### config.mk
export PLATFORM = sky130hd
export DESIGN_NAME = monster_unit
export DESIGN_NICKNAME = d
export VERILOG_FILES = /design/src/rtl/monster_unit.sv
export SDC_FILE = /design/constraint.sdc
export NUM_CORES = 1
export LEC_CHECK = 0
export CAP_MARGIN = 20
export CORE_MARGIN = 1.5
export CORE_UTILIZATION = 47
export CTS_CLUSTER_SIZE = 24
export DETAILED_ROUTE_END_ITERATION = 10
export PLACE_DENSITY = 0.78
export RECOVER_POWER = 100
export SLEW_MARGIN = 20
export SYNTH_ARGS = -nofsm -noshare
export SYNTH_HDL_FRONTEND = slang
export SYNTH_SLANG_ARGS = --single-unit
export TNS_END_PERCENT = 30
### constraint.sdc
create_clock -name Clk -period 3 [get_ports Clk]
set_input_delay 0.6 -clock Clk [delete_from_list [all_inputs] [get_ports Clk]]
set_output_delay 0.6 -clock Clk [all_outputs]
set_load 0.01 [all_outputs]
### src/rtl/monster_unit.sv
// Single falling-and-bouncing monster: spawns on a strobe, moves once per frame,
// dies through a timed animation when hit, and frees itself on death or escape.
module monster_unit #(
  parameter int SPAWN_X      = 320,
  parameter int START_Y      = 0,
  parameter int X_STEP       = 1,
  parameter int Y_STEP       = 2,
  parameter int X_MIN        = 16,
  parameter int X_MAX        = 623,
  parameter int Y_MAX        = 479,
  parameter int DEATH_FRAMES = 8
) (
  input  logic       Clk,
  input  logic       Reset_n,
  input  logic       frame_clk,
  input  logic       spawn,
  input  logic       hit,
  output logic       monster_done,
  output logic       active,
  output logic       dying,
  output logic       kill,
  output logic       escaped,
  output logic [9:0] MonsterX,
  output logic [9:0] MonsterY
);

  typedef enum logic [1:0] {
    ST_IDLE   = 2'd0,
    ST_ACTIVE = 2'd1,
    ST_DYING  = 2'd2
  } state_t;

  localparam logic [9:0]  SPAWN_X_W   = 10'(SPAWN_X);
  localparam logic [9:0]  START_Y_W   = 10'(START_Y);
  localparam logic [10:0] X_STEP_W    = 11'(X_STEP);
  localparam logic [9:0]  X_STEP_10   = 10'(X_STEP);
  localparam logic [10:0] Y_STEP_W    = 11'(Y_STEP);
  localparam logic [10:0] X_MAX_W     = 11'(X_MAX);
  localparam logic [10:0] X_MIN_PLUS  = 11'(X_MIN + X_STEP);
  localparam logic [10:0] Y_MAX_W     = 11'(Y_MAX);
  localparam logic [7:0]  DEATH_LAST  = 8'(DEATH_FRAMES - 1);

  state_t      state_q, state_d;
  logic [9:0]  x_q, x_d;
  logic [9:0]  y_q, y_d;
  logic        dir_left_q, dir_left_d;
  logic [7:0]  cnt_q, cnt_d;
  logic        kill_q, kill_d;
  logic        esc_q, esc_d;
  logic        fclk_s1_q, fclk_s2_q;
  logic        tick;
  logic [10:0] x_plus;
  logic [9:0]  x_minus;
  logic [10:0] y_plus;

  // frame_clk is sampled once, then its rising edge becomes a one-cycle tick
  always_ff @(posedge Clk or negedge Reset_n) begin
    if (!Reset_n) begin
      fclk_s1_q <= 1'b0;
      fclk_s2_q <= 1'b0;
    end else begin
      fclk_s1_q <= frame_clk;
      fclk_s2_q <= fclk_s1_q;
    end
  end

  assign tick = fclk_s1_q & ~fclk_s2_q;

  // Next-state, movement and pulse generation
  always_comb begin
    state_d    = state_q;
    x_d        = x_q;
    y_d        = y_q;
    dir_left_d = dir_left_q;
    cnt_d      = cnt_q;
    kill_d     = 1'b0;
    esc_d      = 1'b0;
    x_plus     = {1'b0, x_q} + X_STEP_W;
    x_minus    = x_q - X_STEP_10;
    y_plus     = {1'b0, y_q} + Y_STEP_W;

    case (state_q)
      ST_IDLE: begin
        if (spawn) begin
          state_d    = ST_ACTIVE;
          x_d        = SPAWN_X_W;
          y_d        = START_Y_W;
          dir_left_d = 1'b0;
        end else begin
          state_d = ST_IDLE;
        end
      end
      ST_ACTIVE: begin
        // A hit takes priority over a coincident tick, so the corpse stays put
        if (hit) begin
          state_d = ST_DYING;
          kill_d  = 1'b1;
          cnt_d   = 8'd0;
        end else if (tick) begin
          if (y_plus > Y_MAX_W) begin
            state_d = ST_IDLE;
            esc_d   = 1'b1;
          end else begin
            y_d = y_plus[9:0];
            if (!dir_left_q) begin
              if (x_plus > X_MAX_W) begin
                dir_left_d = 1'b1;
                x_d        = x_minus;
              end else begin
                x_d = x_plus[9:0];
              end
            end else begin
              if ({1'b0, x_q} < X_MIN_PLUS) begin
                dir_left_d = 1'b0;
                x_d        = x_plus[9:0];
              end else begin
                x_d = x_minus;
              end
            end
          end
        end else begin
          state_d = ST_ACTIVE;
        end
      end
      ST_DYING: begin
        if (tick) begin
          if (cnt_q == DEATH_LAST) begin
            state_d = ST_IDLE;
          end else begin
            cnt_d = cnt_q + 8'd1;
          end
        end else begin
          state_d = ST_DYING;
        end
      end
      default: begin
        state_d = ST_IDLE;
      end
    endcase
  end

  // State, position and pulse registers
  always_ff @(posedge Clk or negedge Reset_n) begin
    if (!Reset_n) begin
      state_q    <= ST_IDLE;
      x_q        <= SPAWN_X_W;
      y_q        <= START_Y_W;
      dir_left_q <= 1'b0;
      cnt_q      <= 8'd0;
      kill_q     <= 1'b0;
      esc_q      <= 1'b0;
    end else begin
      state_q    <= state_d;
      x_q        <= x_d;
      y_q        <= y_d;
      dir_left_q <= dir_left_d;
      cnt_q      <= cnt_d;
      kill_q     <= kill_d;
      esc_q      <= esc_d;
    end
  end

  assign monster_done = (state_q == ST_IDLE);
  assign active       = (state_q == ST_ACTIVE);
  assign dying        = (state_q == ST_DYING);
  assign kill         = kill_q;
  assign escaped      = esc_q;
  assign MonsterX     = x_q;
  assign MonsterY     = y_q;

endmodule

==> flow_metrics.py <==
metrics = {
    "outcome": {
        "status": "finished with violations",
        "violations": "max-capacitance violations, max-slew violations",
    },
    "timing": {
        "slew_viol_final": 35,
        "hold_viol": 0,
        "setup_viol": 0,
        "whs_ns": 0.412,
        "max_slew_margin": -0.211,
        "post-route-period-util": 0.880,
        "tightest_slew_ns": 1.82,
        "skew_ns": 0.00603,
        "final.setup.tns_ns": 0,
        "rsz0062_at_grt": "false",
        "timing.final.crit_period_ns": 2.64,
        "fmax_mhz": 379,
    },
    "clock_tree": {
        "cts-resized-gates": 0,
        "clk_latency_ns": 0.29,
        "cts_sinks": 34,
        "clk_pin_slew_ns": 0.07,
        "htree_num_levels": 2,
        "root_buffer": "clkbuf_8",
        "cts.path.max_buffers": 2,
        "cts_made_buffers": 5,
        "cts_tree": "done",
        "post_cts_buffers": 0,
        "ctsHoldBuffers": 0,
    },
    "finish": {
        "drive_gt1_frac": 0.0814,
        "diodes": 0,
        "design_area_um2": 2660,
        "final_common_cell": "dfrtp_1",
        "layout_common_cells": "dfrtp_1 (32), nand2_1 (29), o21ai_0 (25), dlygate4sd3_1 (25), nor2_1 (22)",
        "nets": 305,
        "area_growth_syn_to_layout_pct": 15.8,
    },
    "critical_path": {
        "regToRegStartpoint": "MonsterX[0]",
        "crit_top_cell": "nand2_1",
        "critPathArrivalTime_ns": 2.79,
        "cp_slowest_cell": "o41ai_1",
        "crit_start": "MonsterX[0]",
        "crit_path_end_kind": "register",
        "required_ns": 3.15,
        "crit_chain": "ha_1 > nand4_1 > nand2_1 > o41ai_1 > a21o_1 > nand2_1 > a311oi_2 > a31oi_1",
        "critPathMaxFanout": 11,
        "cpPeakStageDelay_ns": 0.57,
        "startpoint_type": "register",
        "path_class": "reg -> reg",
    },
    "power": {
        "p_per_area_nw_per_um2": 673,
        "peakVddDrop_v": 0.000468,
        "p_sw_frac": 0.418,
        "p_comb_frac": 0.418,
        "clockPowerShare": 0.199,
        "p_switching_uw": 749,
        "seqPwrFrac": 0.383,
        "intPower_uw": 1040,
        "p_leak_uw": 0.00111,
    },
    "floorplan": {
        "die_w_um": 73.0,
        "dieArea_um2": 5320,
        "rows": 25,
        "die_y_um": 73.0,
        "io_pins": 30,
        "coreArea_um2": 4720,
        "floorplan.initialDensity": 0.487,
    },
    "yosys": {
        "ys_top_cells_by_area": "dfrtp_1 (35%), o21ai_0 (5.0%), nand2_1 (4.7%), a21oi_1 (4.6%), nor2_1 (3.6%)",
        "synth.top_cell.area_share": 0.348,
        "synth.distinct_cells": 62,
        "async_flop_share": 1.00,
        "synthMuxAreaShare": 0.00490,
        "synth_cells": 270,
        "synth_top_family_by_area": "simple AND/OR/NAND/NOR gates",
        "syn_nets": 281,
        "syn_area_um2": 2300,
        "synth_xor_area_frac": 0.0229,
        "synth_top_cell_by_area": "dfrtp_1",
        "synth_edf_count": 0,
        "synth_compound_area_frac": 0.230,
        "yosys_warnings": 0,
        "syn_area_per_cell_um2": 8.52,
        "seq_area_frac_synth": 0.371,
        "ys_ff_latch": 34,
        "synth_ff_type": "dfrtp_1",
        "synthSimpleGateAreaFrac": 0.266,
        "yosys.area_share.adder": 0.0326,
    },
    "grt": {
        "grt_max_degree": 35,
        "grt_antenna_before_repair": 0,
        "grt_pass1_wl_mm": 9.22,
        "overflow": 0,
        "grt_pass1_vias": 1932,
        "grtUsageTotal": 0.224,
    },
    "placement": {
        "gp_congestion": 1.01,
        "placed_area_um2": 2570,
        "port_buffers": 28,
        "hpwl_mm": 3.84,
    },
    "detailed_routing": {
        "drtIter0Drc": 242,
        "m1WireLength_mm": 2.44,
        "dr_wl_met2_mm": 2.54,
        "dr.max_layer_used": "met4",
        "wl_met3_um": 333,
        "routed_wl_mm": 5.44,
        "wl_per_cell_um": 15.0,
        "first_pass_iters": 4,
        "via_count": 2127,
        "drc": 0,
        "post_drt_via_cell_ratio": 5.88,
        "postRouteAntennaNets": 0,
    },
    "hold_path": {
        "hold_class": "reg -> reg",
        "hold_path_startpoint": "fclk_s1_q",
    },
    "flow_run": {
        "cap_violations": 1,
    },
}
==> worst max-delay path: cells and delay by family, from the launching register on <==
kind	cells	cell delay, ns
compound gates	4	1.27
flops	1	0.48
simple gates	3	0.46
fa+ha+maj	1	0.31
==> power by group through the flow <==
stage	registers (uW)	logic (uW)	clock network (uW)
floorplan	659	546	0
global placement	692	771	0
detailed placement	697	780	0
CTS	689	785	363
global route	706	830	386
finish	687	749	356
==> registers in the layout, summed over array words and instances (netlist names), 2 cells and up <==
name	flops
cnt_q	8
MonsterX	10
state_q	2
MonsterY	9
==> cells by family after synthesis <==
family	after synthesis
AND/OR/NAND/NOR	115
AO/OA/AOI/OAI	81
flip-flops	34
buffers and inverters	26
adder cells (fa/ha/maj)	6
XOR/XNOR	6
other	1
multiplexers	1
==> synthesized netlist by cell type (3+ instances only) <==
| library cell | number |
|---|---|
| nand3_1 | 8 |
| a31oi_1 | 6 |
| nand2_1 | 29 |
| or3_1 | 9 |
| ha_1 | 6 |
| nor2_1 | 22 |
| buf_6 | 3 |
| and3_1 | 3 |
| o21ai_0 | 23 |
| a21oi_1 | 21 |
| clkbuf_1 | 8 |
| nand2b_1 | 5 |
| nor3_1 | 8 |
| xor2_1 | 5 |
| clkbuf_8 | 4 |
| inv_1 | 10 |
| nand4_1 | 8 |
| nor2b_1 | 3 |
| o31ai_1 | 3 |
| dfrtp_1 | 32 |
| o211ai_1 | 3 |
==> routing by layer <==
metal / up-vias / global-route usage
met5: - / 0
li1: 1029 / -
met2: 80 / 0.347
met3: 18 / 0.0566
met1: 1000 / 0.300
met4: 0 / 0.0922
==> final timing paths <==
| path | to | slack, ns | depth (start not counted) |
|---|---|---|---|
| max | MonsterX[2] | 0.36 | 8 |
| min | fclk_s2_q | 0.41 | 0 |
| max reg2reg | MonsterX[2] | 0.36 | 8 |
| min reg2reg | fclk_s2_q | 0.41 | 0 |
| max in group asynchronous | MonsterX[0] | 0.62 | 2 |
| min in group asynchronous | fclk_s1_q | 1.33 | 2 |
==> area by class of cell <==
type	instances	area (um^2)
fillers	423	2060
multi-input cells	210	1280
flip-flops and latches	34	853
repair buffers	33	310
well taps	67	83.8
clock buffers	6	82.6
inverters	10	37.5
clock inverters	2	12.5
==> metrics by stage <==
| step | setup slack [ns] | total power, uW | cells | util |
|---|---|---|---|---|
| finish | 0.361 | 1790 | 362 | 0.564 |
| floorplan | 0.601 | 1210 | 270 | - |
| global route | 0.150 | 1920 | 362 | 0.564 |
| global placement | 0.461 | 1460 | 354 | 0.545 |
| detailed placement | 0.378 | 1480 | 354 | 0.545 |
| CTS | 0.416 | 1840 | 362 | 0.565 |
Note: power is estimated with default switching activity, not from simulation.
